==> src/rtl/rect_fill.sv <==
// Rectangle fill engine: clips a command to the framebuffer and
// streams one pixel write per unpaused cycle in row-major order.
module rect_fill #(
  parameter int WIDTH  = 160,
  parameter int HEIGHT = 120
) (
  input  logic       clk,
  input  logic       rst,
  input  logic       cmd_valid,
  output logic       cmd_ready,
  input  logic [7:0] cmd_x,
  input  logic [7:0] cmd_y,
  input  logic [7:0] cmd_w,
  input  logic [7:0] cmd_h,
  input  logic [7:0] cmd_color,
  input  logic       pause,
  output logic [7:0] x_data,
  output logic [7:0] y_data,
  output logic [7:0] color,
  output logic       write,
  output logic       busy,
  output logic       done
);

  localparam logic [8:0] W9 = 9'(WIDTH);
  localparam logic [8:0] H9 = 9'(HEIGHT);

  typedef enum logic [1:0] {
    IDLE,
    DRAW,
    DONE
  } state_t;

  state_t state;
  state_t state_nxt;

  logic [7:0] x0;
  logic [7:0] xe;
  logic [7:0] ye;
  logic [7:0] cx;
  logic [7:0] cy;
  logic [7:0] col;

  logic [8:0] x_sum;
  logic [8:0] y_sum;
  logic [8:0] x_clip;
  logic [8:0] y_clip;
  logic [7:0] xe_nxt;
  logic [7:0] ye_nxt;
  logic       empty;
  logic       accept;
  logic       step;
  logic       row_end;
  logic       last;

  // 9-bit sums so x+w past 255 still clips correctly
  always_comb begin
    x_sum  = {1'b0, cmd_x} + {1'b0, cmd_w};
    y_sum  = {1'b0, cmd_y} + {1'b0, cmd_h};
    x_clip = (x_sum > W9) ? W9 : x_sum;
    y_clip = (y_sum > H9) ? H9 : y_sum;
    xe_nxt = 8'(x_clip - 9'd1);
    ye_nxt = 8'(y_clip - 9'd1);
    empty  = (cmd_w == 8'd0)
          || (cmd_h == 8'd0)
          || ({1'b0, cmd_x} >= W9)
          || ({1'b0, cmd_y} >= H9);
  end

  assign accept  = cmd_valid && (state == IDLE);
  assign step    = (state == DRAW) && !pause;
  assign row_end = (cx == xe);
  assign last    = row_end && (cy == ye);

  always_ff @(posedge clk) begin
    if (rst) begin
      state <= IDLE;
    end else begin
      state <= state_nxt;
    end
  end

  always_comb begin
    state_nxt = state;
    cmd_ready = 1'b0;
    busy      = 1'b0;
    write     = 1'b0;
    done      = 1'b0;
    unique case (state)
      IDLE: begin
        cmd_ready = 1'b1;
        if (cmd_valid) begin
          state_nxt = empty ? DONE : DRAW;
        end
      end
      DRAW: begin
        busy  = 1'b1;
        write = !pause;
        if (step && last) begin
          state_nxt = DONE;
        end
      end
      DONE: begin
        busy      = 1'b1;
        done      = 1'b1;
        state_nxt = IDLE;
      end
      default: begin
        state_nxt = IDLE;
      end
    endcase
  end

  always_ff @(posedge clk) begin
    if (rst) begin
      x0  <= 8'd0;
      xe  <= 8'd0;
      ye  <= 8'd0;
      cx  <= 8'd0;
      cy  <= 8'd0;
      col <= 8'd0;
    end else if (accept) begin
      x0  <= cmd_x;
      xe  <= xe_nxt;
      ye  <= ye_nxt;
      cx  <= cmd_x;
      cy  <= cmd_y;
      col <= cmd_color;
    end else if (step) begin
      if (row_end) begin
        cx <= x0;
        if (!last) begin
          cy <= cy + 8'd1;
        end
      end else begin
        cx <= cx + 8'd1;
      end
    end
  end

  assign x_data = cx;
  assign y_data = cy;
  assign color  = col;

endmodule

==> config.mk <==
export PLATFORM = sky130hd
export DESIGN_NAME = rect_fill
export DESIGN_NICKNAME = d
export VERILOG_FILES = /design/src/rtl/rect_fill.sv
export SDC_FILE = /design/constraint.sdc
export NUM_CORES = 1
export LEC_CHECK = 0
export CORE_MARGIN = 2
export CORE_UTILIZATION = 50
export CTS_CLUSTER_SIZE = 14
export DETAILED_ROUTE_END_ITERATION = 6
export PLACE_DENSITY = 0.78
export SYNTH_ARGS = -nofsm -noshare
export SYNTH_HDL_FRONTEND = slang
export SYNTH_SLANG_ARGS = --single-unit
==> constraint.sdc <==
create_clock -name clk -period 5.12 [get_ports clk]
set_input_delay 0.512 -clock clk [delete_from_list [all_inputs] [get_ports clk]]
set_output_delay 0.512 -clock clk [all_outputs]
set_load 0.02 [all_outputs]
======== After elaboration in Yosys (flattened, before gate mapping) ========
Index checks and enable logic that the tools add are counted.
word-level totals
  output and inout bits ................... 28
  register bits after elaboration ......... 50
cells by class
  $lt $le $gt $ge ......................... 4
  equal/unequal tests ..................... 7
  mux-type cells .......................... 17
  reduce and logical (&&, ||, !) cells .... 16
  add/sub/neg operators ................... 6
operator list
  cell                   count
  $mux W8                9
  $add A8 B8 Y9          2
  $add A8 B1 Y8 const B  2
  $eq A8 B8 Y1           2
  $logic_not A8 Y1       2
  $sub A8 B1 Y8 const B  2
  $gt A9 B7 Y1 const B   1
  $gt A9 B8 Y1 const B   1
  $ge A8 B7 Y1 const B   1
  $ge A8 B8 Y1 const B   1
  $mux W2                3
  $logic_and A1 B1 Y1    4
  $mux W1                4
  $ne A2 B2 Y1 const B   2
  $pmux W2 S2            1
  $reduce_bool A2 Y1     2
  $logic_or A1 B1 Y1     3
  $reduce_and A3 Y1      1
  $eq A2 B1 Y1 const B   1
  $eq A2 B2 Y1 const B   1
  $logic_not A2 Y1       1
  $ne A2 B1 Y1 const B   1
  $reduce_and A2 Y1      1
  $reduce_or A2 Y1       1
  $logic_not A1 Y1       1

======== Logic depth before layout (Yosys ltp) ========
  depth after elaboration ................. 7
  gate-level depth with buffers ........... 15
  mapped depth without buffers ............ 15

======== Least setup slack after synthesis ========
No wires, ideal clock.
  path type ............................... input-to-reg
  start ................................... in cmd_x[5]
  end ..................................... reg xe[4]
  stages .................................. 12
  data arrival time ....................... 3.178 ns
  data required time ...................... 5.056 ns
  buffers on the path ..................... 0
  library setup time ...................... 0.064 ns
  slack ................................... 1.878 ns
  cell sequence ........................... ha_1 -> and2_4 -> a221o_1 -> or3_4 -> a211oi_1 -> o2bb2ai_2 -> nand2b_1 -> ha_1 -> o211ai_1 -> a21oi_1 -> a311o_1 -> nor2_1
on the way
  word-level cells in the longest chain between the ends .. 4
ends and longest elaborated chain
  what                    RTL line  source
  start: declaration      11        input logic [7:0] cmd_x,
  $add A8 B8 Y9           58        x_sum = {1'b0, cmd_x} + {1'b0, cmd_w};
  $gt A9 B8 Y1            60        x_clip = (x_sum > W9) ? W9 : x_sum;
  $mux W8                 60
  $sub A8 B1 Y8           62        xe_nxt = 8'(x_clip - 9'd1);
  end signal: assignment  124       xe <= xe_nxt;
  end: declaration        38        logic [7:0] xe;
Every way passes these cells.
A chain may end at the register's enable or synchronous reset.

======== Worst setup path in the final report ========
  start ................................... in cmd_x[0]
  end ..................................... reg xe[6]
on the way
  word-level cells in the longest chain between the ends .. 4
ends and longest elaborated chain
  what               RTL line
  $add A8 B8 Y9 (*)  58
  $gt A9 B8 Y1       60
  $mux W8 (*)        60
  $sub A8 B1 Y8 (*)  62
Mark *: on every way between the ends. The rest lies on a longest branch, timed or not.

==> impl_results.md <==
- Status: complete, no violations
- Peak VDD IR: 0.000119 V
- Synth Instances: 435
- Worst-path cell chain: clkdlybuf4s50_1 -> ha_1 -> inv_1 -> fa_1 -> nand2b_1 -> a21oi_1 -> xor2_1 -> o21ai_0 -> o2bb2ai_2 -> nand2b_1 -> ha_1 -> o211ai_1 -> nor3_1 -> xnor2_1 -> nand3_1 -> a21oi_1
- Drt total wl: 8.23 mm
- EDFF count, synth: 0
- Buffer depth of the longest clock path: 2
- Ports: 72
- Placed Area: 4210 um^2
- Core ar.: 6760 um^2
- Final setup violation count: 0
- Final instance area: 4350 um^2
- Maximum number of pins on one net before global-route repair: 53
- First-pass GRT wire length: 13.8 mm
- Slew Viols, Final: 0
- Worst-case reg-to-reg path depth: 7
- CP startpoint kind: input port
- Leakage power: 0.00164 uW
- Hpwl dp: 6.19 mm
- Clock share of power: 0.271
- Fmax: 265 MHz
- Hold path cells: 2
- Routed vias: 3342
- Area Overhead vs Synth: 25.9%
- Die Y-Extent: 87.2 um
- Fin. Hold Viols: 0
- Die Width: 87.2 um
- Total power: 1260 uW
- Internal Power: 840 uW
- Seq/Total Area, Yosys: 0.290
- Clock Skew: 9.67 ps
- PwrDens: 288 nW/um^2
- CTS Buf Count: 5
- Post-CTS Setup Bufs: 0
- Worst Max-Slew Pin Slew: 1010 ps
- ANT cells: 0
- CP peak stage delay: 490 ps
- Syn_nets: 504
- Critical path fanouts, max: 9
- Met1 Use GR: 0.324
- Die area: 7600 um^2
- Tot GR Track Use: 0.223
- Crit path required time: 5350 ps
- DRC viols: 0
- CTS tree: done
- Logic gate share of total power: 0.357
- Gpl congestion: 0.857
- Yosys cell types: 59
- Sequential power share: 0.373
- Initial DRC count: 166
- Crit path arrival time: 4000 ps
- # clock sinks: 50
- Ys Warns: 0
- Routed len/inst: 14.3 um
- Maxcap violations: 0
- Antenna violations before repair: 0
- Initial core utilization: 0.512
- Worst Setup End Kind: flop
- Port bufs: 71
- Worst skew pair latency: 300 ps
- Post-Syn Area: 3460 um^2
- Clk slew on worst S/H paths: 90 ps
- Vias in the first global route: 3007
- Root Buffer: clkbuf_8
- FF-to-FF Start: x_data[5]
- Pre-CTS WS: 1050 ps
- Async S/R FF share, synth: 0
- M3 GR Usage: 0.0303
- Main synth FF type: dfxtp_1
- Total negative slack: 0 ps
- Crit Path Category: input port to flop
- Layout Utilization: 0.644
- Yosys reg bits: 50
- Total grt overflow: 0
- CP max stage cell: clkdlybuf4s50_1
- Final setup margin: 1350 ps
- Busiest grt layer: met2
- Vias per cell: 5.79
- Worst hold path type: flop to flop
- Worst Hold Path EP: color[2]
- Syn Area/Cell: 7.95 um^2
- Sw frac: 0.331
- Hold buffer count at CTS: 0
- Final period util: 0.736
- Pre-Repair DR Iteration Count: 4
- RSZ-0062 raised after global routing: no
- Reg2Reg Setup Slack: 2710 ps
- Hold Path Origin: color[2]
- FF-to-FF End: state[0]
- Fill count: 593
- Layout cells sized above 1: 0.0483
- Switch Pwr: 416 uW
- Met2 Usage GRT: 0.351
- Tmin final: 3770 ps
- Resize count post-CTS: 0
- H-tree depth: 2
- Max_slew headroom: 0.328
- Rows: 30
- Nets@finish: 565
- Post-DRT Antenna Nets: 0
power groups by stage:
stage	clock, uW	sequential (uW)	combinational (uW)
5_1_grt	361	473	498
3_3_place_gp	0	475	438
6_report	340	468	448
3_5_place_dp	0	476	444
4_1_cts	342	467	447
2_1_floorplan	0	488	295
final cells by class:
| cell class | instances | area [um^2] | share of cell area |
|---|---|---|---|
| flip-flops and latches | 50 | 1000 | 0.230 |
| clock inverters | 2 | 60.1 | 0.0138 |
| well taps | 80 | 100 | 0.0230 |
| multi-input cells | 351 | 2320 | 0.534 |
| repair buffers | 74 | 733 | 0.168 |
| inverters | 14 | 52.6 | 0.0121 |
| clock buffers | 6 | 82.6 | 0.0190 |
worst max-delay path, delay by kind of cell:
family | cells | cell delay (ps)
buffers and inverters | 2 | 560
XOR/XNOR | 2 | 590
AND/OR/NAND/NOR | 4 | 590
AO/OA/AOI/OAI | 5 | 920
adder cells (fa/ha/maj) | 3 | 840
synth_stat cells (all sizes together) (4+ instances only):
cell type | count | area share
nand2 | 56 | 0.061
dfxtp | 50 | 0.29
a21oi | 43 | 0.062
nor2 | 38 | 0.041
ha | 23 | 0.083
xnor2 | 21 | 0.053
clkbuf | 18 | 0.020
o21ai | 18 | 0.026
a211oi | 17 | 0.037
inv | 14 | 0.015
nand3 | 14 | 0.020
xor2 | 14 | 0.035
nor4 | 12 | 0.025
nor3 | 10 | 0.016
nand2b | 7 | 0.013
a311oi | 6 | 0.015
mux2i | 6 | 0.017
a21o | 5 | 0.011
and2 | 5 | 0.0098
nand4 | 5 | 0.0090
or3 | 5 | 0.010
o21a | 4 | 0.0087
registers in the layout, summed over array words and instances (netlist names):
register and flops:
color 8, x_data 8, x0 8, y_data 8
ye 8, xe 8, state 2
routing by layer:
metal | part of all wire | up-vias
met5 | 0 | -
met4 | 0.012 | 0
met3 | 0.047 | 9
met2 | 0.45 | 93
met1 | 0.49 | 1541
li1 | - | 1699
cells in the final DEF (no fill, tap or decap), types with 5 or more instances in the layout:
master / count
nand2b_1: 7
a311oi_1: 6
ha_1: 23
mux2i_1: 6
o21ai_0: 18
a211oi_1: 17
clkbuf_8: 6
xor2_1: 14
nor2_1: 38
nand3_1: 14
nor4_1: 10
a21oi_1: 43
nor3_1: 9
a21o_1: 5
nand2_1: 56
inv_1: 13
clkdlybuf4s50_1: 71
dfxtp_1: 50
xnor2_1: 21
nand4_1: 5
worst max-delay path by stage:
stage            end  startpoint  slack (ps)  cells past startpoint
3_5_place_dp   xe[6]    cmd_x[0]        1050                     16
3_3_place_gp   xe[6]    cmd_x[0]        1180                     16
6_report       xe[6]    cmd_x[0]        1350                     16
4_1_cts        xe[6]    cmd_x[0]        1360                     16
5_1_grt        xe[6]    cmd_x[0]        1030                     16
2_1_floorplan  xe[4]    cmd_x[5]        1880                     12
logic make-up (layout without fill, tap and decap cells):
logic type,Yosys count,after routing,share of synthesized area
fa+ha+maj,25,25,0.0948
simple gates,164,164,0.231
buf+inv,34,96,0.0384
xor+xnor,35,35,0.0887
mux,6,6,0.0174
compound gates,121,121,0.241
flops,50,50,0.290
stage by stage:
step | instances | hold WS, ps
after floorplan | 435 | 433
after global placement | 569 | 441
after detailed placement | 569 | 447
after CTS | 577 | 459
after global routing | 577 | 480
final | 577 | 458
Power figures use the tool's default switching activity.
